`src/rtl/rib_uart_tx.sv`:
```
// Transmit-only 8N1 UART on a RIB slave port: four memory-mapped registers,
// a small TX FIFO and a serializer running at a programmable bit period.
module rib_uart_tx #(
  parameter int          FIFO_DEPTH = 8,
  parameter logic [15:0] BAUD_RST   = 16'd434
) (
  input  logic        clk,
  input  logic        rst,
  input  logic [31:0] addr_i,
  input  logic [31:0] data_i,
  output logic [31:0] data_o,
  input  logic        we_i,
  output logic        tx_o,
  output logic        irq_o
);

  localparam int PTR_W = $clog2(FIFO_DEPTH);
  localparam int LVL_W = PTR_W + 1;
  localparam logic [LVL_W-1:0] FULL_LVL = LVL_W'(FIFO_DEPTH);

  typedef enum logic [1:0] {
    REG_CTRL   = 2'd0,
    REG_STATUS = 2'd1,
    REG_BAUD   = 2'd2,
    REG_TXDATA = 2'd3
  } reg_e;

  typedef enum logic [1:0] {
    IDLE  = 2'd0,
    START = 2'd1,
    DATA  = 2'd2,
    STOP  = 2'd3
  } state_e;

  reg_e reg_sel;
  assign reg_sel = reg_e'(addr_i[3:2]);

  // Register file
  logic [1:0]  ctrl_q;
  logic        ovf_q;
  logic [15:0] baud_q;
  logic        tx_en;
  logic        irq_en;

  assign tx_en  = ctrl_q[0];
  assign irq_en = ctrl_q[1];

  // FIFO
  logic [7:0]       mem [FIFO_DEPTH];
  logic [PTR_W-1:0] wr_ptr_q;
  logic [PTR_W-1:0] rd_ptr_q;
  logic [LVL_W-1:0] level_q;
  logic             full;
  logic             empty;
  logic             push_req;
  logic             push_ok;
  logic             pop;
  logic [3:0]       level_nib;

  assign full     = (level_q == FULL_LVL);
  assign empty    = (level_q == '0);
  assign push_req = we_i && (reg_sel == REG_TXDATA);
  // A full FIFO still accepts a push when the serializer frees a slot this cycle.
  assign push_ok  = push_req && (!full || pop);

  if (LVL_W > 4) begin : g_level_sat
    assign level_nib = (|level_q[LVL_W-1:4]) ? 4'hF : level_q[3:0];
  end else begin : g_level_ext
    assign level_nib = 4'(level_q);
  end

  // Serializer
  state_e      state_q;
  state_e      state_d;
  logic [7:0]  byte_q;
  logic [2:0]  bit_idx_q;
  logic [15:0] cnt_q;
  logic [15:0] period_q;
  logic [15:0] baud_eff;
  logic        bit_end;
  logic        tx_d;
  logic        busy;

  assign baud_eff = (baud_q < 16'd2) ? 16'd2 : baud_q;
  assign bit_end  = (cnt_q == period_q - 16'd1);
  assign busy     = (state_q != IDLE);

  // NOTE: every signal driven here gets a default first, so no path leaves it
  // unassigned and no latch is inferred.
  always_comb begin
    state_d = state_q;
    pop     = 1'b0;
    tx_d    = 1'b1;
    unique case (state_q)
      IDLE: begin
        if (tx_en && !empty) begin
          pop     = 1'b1;
          state_d = START;
        end
      end
      START: begin
        tx_d = 1'b0;
        if (bit_end) state_d = DATA;
      end
      DATA: begin
        tx_d = byte_q[bit_idx_q];
        if (bit_end && bit_idx_q == 3'd7) state_d = STOP;
      end
      STOP: begin
        if (bit_end) begin
          if (tx_en && !empty) begin
            pop     = 1'b1;
            state_d = START;
          end else begin
            state_d = IDLE;
          end
        end
      end
      default: state_d = IDLE;
    endcase
  end

  // NOTE: sequential state uses non-blocking assignments so every register
  // samples the pre-edge values, independent of statement order.
  always_ff @(posedge clk) begin
    if (!rst) begin
      state_q <= IDLE;
    end else begin
      state_q <= state_d;
    end
  end

  // tx_d follows the current state, so tx_o lags the state by one cycle and
  // the start bit appears the cycle after the pop edge.
  always_ff @(posedge clk) begin
    if (!rst) begin
      tx_o      <= 1'b1;
      byte_q    <= '0;
      bit_idx_q <= '0;
      cnt_q     <= '0;
      period_q  <= BAUD_RST;
    end else begin
      tx_o <= tx_d;
      if (pop) begin
        byte_q    <= mem[rd_ptr_q];
        period_q  <= baud_eff;
        cnt_q     <= '0;
        bit_idx_q <= '0;
      end else if (busy) begin
        if (bit_end) begin
          cnt_q <= '0;
          if (state_q == DATA) bit_idx_q <= bit_idx_q + 3'd1;
        end else begin
          cnt_q <= cnt_q + 16'd1;
        end
      end
    end
  end

  // NOTE: the FIFO storage has no reset; the pointers and level define which
  // entries are valid, so stale contents are never observed.
  always_ff @(posedge clk) begin
    if (rst && push_ok) mem[wr_ptr_q] <= data_i[7:0];
  end

  always_ff @(posedge clk) begin
    if (!rst) begin
      wr_ptr_q <= '0;
      rd_ptr_q <= '0;
      level_q  <= '0;
    end else begin
      if (push_ok) wr_ptr_q <= wr_ptr_q + PTR_W'(1);
      if (pop)     rd_ptr_q <= rd_ptr_q + PTR_W'(1);
      unique case ({push_ok, pop})
        2'b10:   level_q <= level_q + LVL_W'(1);
        2'b01:   level_q <= level_q - LVL_W'(1);
        default: level_q <= level_q;
      endcase
    end
  end

  always_ff @(posedge clk) begin
    if (!rst) begin
      ctrl_q <= '0;
      ovf_q  <= 1'b0;
      baud_q <= BAUD_RST;
    end else begin
      if (we_i && reg_sel == REG_CTRL) ctrl_q <= data_i[1:0];
      if (we_i && reg_sel == REG_BAUD) baud_q <= data_i[15:0];
      if (push_req && full && !pop) begin
        ovf_q <= 1'b1;
      end else if (we_i && reg_sel == REG_STATUS && data_i[3]) begin
        ovf_q <= 1'b0;
      end
    end
  end

  always_comb begin
    data_o = '0;
    unique case (reg_sel)
      REG_CTRL:   data_o = {30'd0, ctrl_q};
      REG_STATUS: data_o = {24'd0, level_nib, ovf_q, empty, full, busy};
      REG_BAUD:   data_o = {16'd0, baud_q};
      REG_TXDATA: data_o = '0;
      default:    data_o = '0;
    endcase
  end

  assign irq_o = irq_en && empty && !busy;

  logic unused_bits;
  assign unused_bits = ^{addr_i[31:4], addr_i[1:0], data_i[31:16]};

endmodule

```
`config.mk`:
```
export PLATFORM = sky130hd
export DESIGN_NAME = rib_uart_tx
export DESIGN_NICKNAME = d
export VERILOG_FILES = /design/src/rtl/rib_uart_tx.sv
export SDC_FILE = /design/constraint.sdc
export NUM_CORES = 1
export LEC_CHECK = 0
export ABC_CLOCK_PERIOD_IN_PS = 3400
export CAP_MARGIN = 0
export CORE_MARGIN = 8
export CORE_UTILIZATION = 49
export DETAILED_ROUTE_END_ITERATION = 10
export PLACE_DENSITY = 0.85
export SYNTH_ARGS = -nofsm -noshare
export SYNTH_HDL_FRONTEND = slang
export SYNTH_SLANG_ARGS = --single-unit
```
`constraint.sdc`:
```
create_clock -name clk -period 3.4 [get_ports clk]
set_input_delay 0.68 -clock clk [delete_from_list [all_inputs] [get_ports clk]]
set_output_delay 0.68 -clock clk [all_outputs]
set_load 0.02 [all_outputs]
```
==> impl_metrics.yaml <==
status:
  status: "completed"
power_and_ir_drop:
  leakagePower_nw: 2.824
  fin_total_pwr_mw: 3.926
  p_per_area_nw_per_um2: 505.1
  ir_drop_mv: 0.5401
routing:
  drtPass1Iterations: 6
  drc: 0
  drt_iter0_drc: 405
  routed_wirelength_mm: 14.55
  ant_nets: 0
  viasPerCell: 5.638
  wl_per_cell_um: 18.23
  vias: 4499
worst_setup_path:
  cp_cell_sequence: "xor2_1 -> a211oi_1 -> a41oi_1 -> nor4_1 -> nand4_1 -> nor4_2 -> buf_4 -> o21ai_4 -> a211o_4 -> nor3_2 -> buf_6"
  crit_type: "reg -> reg"
  cp_slowest_stage_delay_ns: 0.52
  worstPathRequired_ns: 3.53
  worstSetupStartpointType: "flip-flop"
  crit_family: "simple AND/OR/NAND/NOR gates"
  critical_path_buf_inv_count: 2
  rr_startpoint: "period_q[5]"
  crit_arrival_ns: 3.47
  crit_slowest_cell: "dfxtp_1"
  cp_max_fo: 8
  critPathLaunch: "period_q[5]"
  worstSetupEndpointType: "flip-flop"
floorplanning:
  core.rowCount: 42
  dieHeight_um: 131.4
  fp.dieW_um: 131.4
  initial_utilization_pct: 49.70
  pin_count: 101
  coreArea_um2: 13140
  fp.dieArea_um2: 17280
clock_tree:
  cts.sinks: 139
  clockRootBuffer: "clkbuf_16"
  max-clock-path-buffers: 2
  clock_latency_ns: 0.42
  htreeDepth: 4
  cts_tree: "done"
  cts_buffers: 17
  post_cts_buffers: 0
  clkTransAtPathRegs_ns: 0.06
final_layout:
  antenna_cells: 0
  design_area_um2: 7772
  fillers: 966
  area_delta_synth_final_pct: 19.03
  utilization_pct: 59.16
  final_common_cell: "dfxtp_1"
  drive_above_1_share_pct: 16.40
  fin_nets: 687
  final_cell_mix: "dfxtp_1 (74), edfxtp_1 (64), nand2_1 (56)"
logic_synthesis:
  synth_edf_count: 64
  yosys-top-cells-area: "edfxtp_1 (29%), dfxtp_1 (23%), mux4_2 (6.2%)"
  synthCells: 566
  ys.flop_type: "dfxtp_1"
  synth_seq_cells: 139
  synth_top_area_share_pct: 29.43
  ys_seq_area_share_pct: 52.42
  yosysWarningCount: 0
  yosysTopAreaCell: "edfxtp_1"
  avgSynthCellArea_um2: 11.54
  synth-async-reset-ratio_pct: 0
  netlist-cell-type-count: 61
  synth_area_um2: 6530
min_path:
  hp-start: "baud_q[15]"
  hp-class: "reg -> reg"
global_route:
  grt-ovfl-total: 0
  grt_pass1_vias: 4642
  grt_pass1_wl_mm: 23.53
  grt_use_total_pct: 16.87
  grt_max_degree: 32
  antenna_found_initial: 0
sta:
  max-slew-margin-rel_pct: 45.87
  finalSetupViolations: 0
  drv_slew: 0
  min_period_ns: 3.346
  post-route-period-util_pct: 98.42
  fmax_mhz: 298.8
  layout_setup_ws_ns: 0.05358
  worst_slew_pin_slew_ns: 0.8108
  final_hold_viol_count: 0
  fin_skew_ns: 0.009966
  fin_setup_tns_ns: 0
place:
  post-dp-hpwl_mm: 9.512
  io_buffers: 38
  place_congestion: 0.8117
  placed_cell_area_um2: 7097
  pre_cts_slack_ns: -0.04218
run:
  max-cap-violations: 0
==> cell type report <==
type | instances | area, um2 | area share, %
sequential | 139 | 3427 | 44.09
clock buffer | 18 | 429.2 | 5.522
timing repair buffer | 55 | 514.2 | 6.616
inverter | 11 | 41.29 | 0.5312
clock inverter | 14 | 150.1 | 1.932
tap | 176 | 220.2 | 2.833
multi-input combinational | 385 | 2990 | 38.47
==> layer usage <==
metal	global-route usage [%]	up-vias	wire (um)
li1	-	2110	-
met1	19.17	2209	6037
met2	28.81	152	7468
met3	4.611	28	731
met4	8.232	0	315
met5	0	-	0
==> synth_stat cells, types with 2 or more instances <==
cell      number
o22ai_1        3
nor3b_1        5
nand3b_1       2
or4_1          2
o21ai_0        2
mux4_2        18
nor4_1         8
a221oi_1       2
a21boi_0      11
buf_2          5
inv_1         11
nor4b_1        2
nor2_2         2
and3_1         8
mux2i_1       30
xor2_1        18
a21oi_1        8
nor3_1         7
a41oi_1        2
a22o_1        16
mux2_2         9
ha_1          11
buf_4         16
nand4_1        5
nand2b_1       6
nor2_1        32
o21ai_1        3
edfxtp_1      64
buf_1          5
or3_1          3
nand3_1       21
xnor2_1       20
and2_1        13
a31oi_1        3
dfxtp_1       75
nor2b_1       20
clkbuf_1      19
nand2_1       56
==> timing repair <==
action / in CTS / in global routing
setup endpoints to repair: 10 / 99
hold buffers: 0 / 0
pin swaps: 0 / 6
gates resized for setup: 1 / 20
endpoints found under the hold margin: 0 / 0
==> cells by family after synthesis <==
kind of cell	share of synthesized area, %
simple gates	16.34
other cells	0.05743
mux	12.36
xor+xnor	5.097
buf+inv	4.407
compound gates	7.205
flops	52.42
fa+ha+maj	2.108
==> power by group <==
| group | internal (mW) | leakage, nW | switching (mW) |
|---|---|---|---|
| registers | 1.78 | 1.18 | 0.0364 |
| logic | 0.131 | 1.36 | 0.182 |
| clock network | 1.04 | 0.283 | 0.761 |
==> worst min-delay path, delay by kind of cell, from the launching register on <==
family	cells	cell delay (ns)
AOI/OAI and AO/OA	1	0.07
DFF	1	0.33
and+or+nand+nor	1	0.06
==> registers in the layout, summed over array words and instances (netlist names) <==
register / cells
ctrl_q: 2
baud_q: 16
level_nib: 4
bit_idx_q: 3
mem: 64
ovf_q: 1
state_q: 2
wr_ptr_q: 3
cnt_q: 16
rd_ptr_q: 3
byte_q: 8
tx_o: 1
period_q: 16
==> final timing paths <==
path	end	slack (ns)	cells after the start
setup / recovery	mem[2][7]	0.05	11
hold / removal	baud_q[15]	0.51	2
setup reg to reg	mem[2][7]	0.05	11
hold reg to reg	baud_q[15]	0.51	2
==> metrics by stage <==
step / hold slack, ns / std cells
finish: 0.5055 / 798
global route: 0.5281 / 798
CTS: 0.5052 / 798
detailed placement: 0.4969 / 766
global placement: 0.4815 / 766
floorplan: 0.4559 / 581
Power figures use the tool's default switching activity.
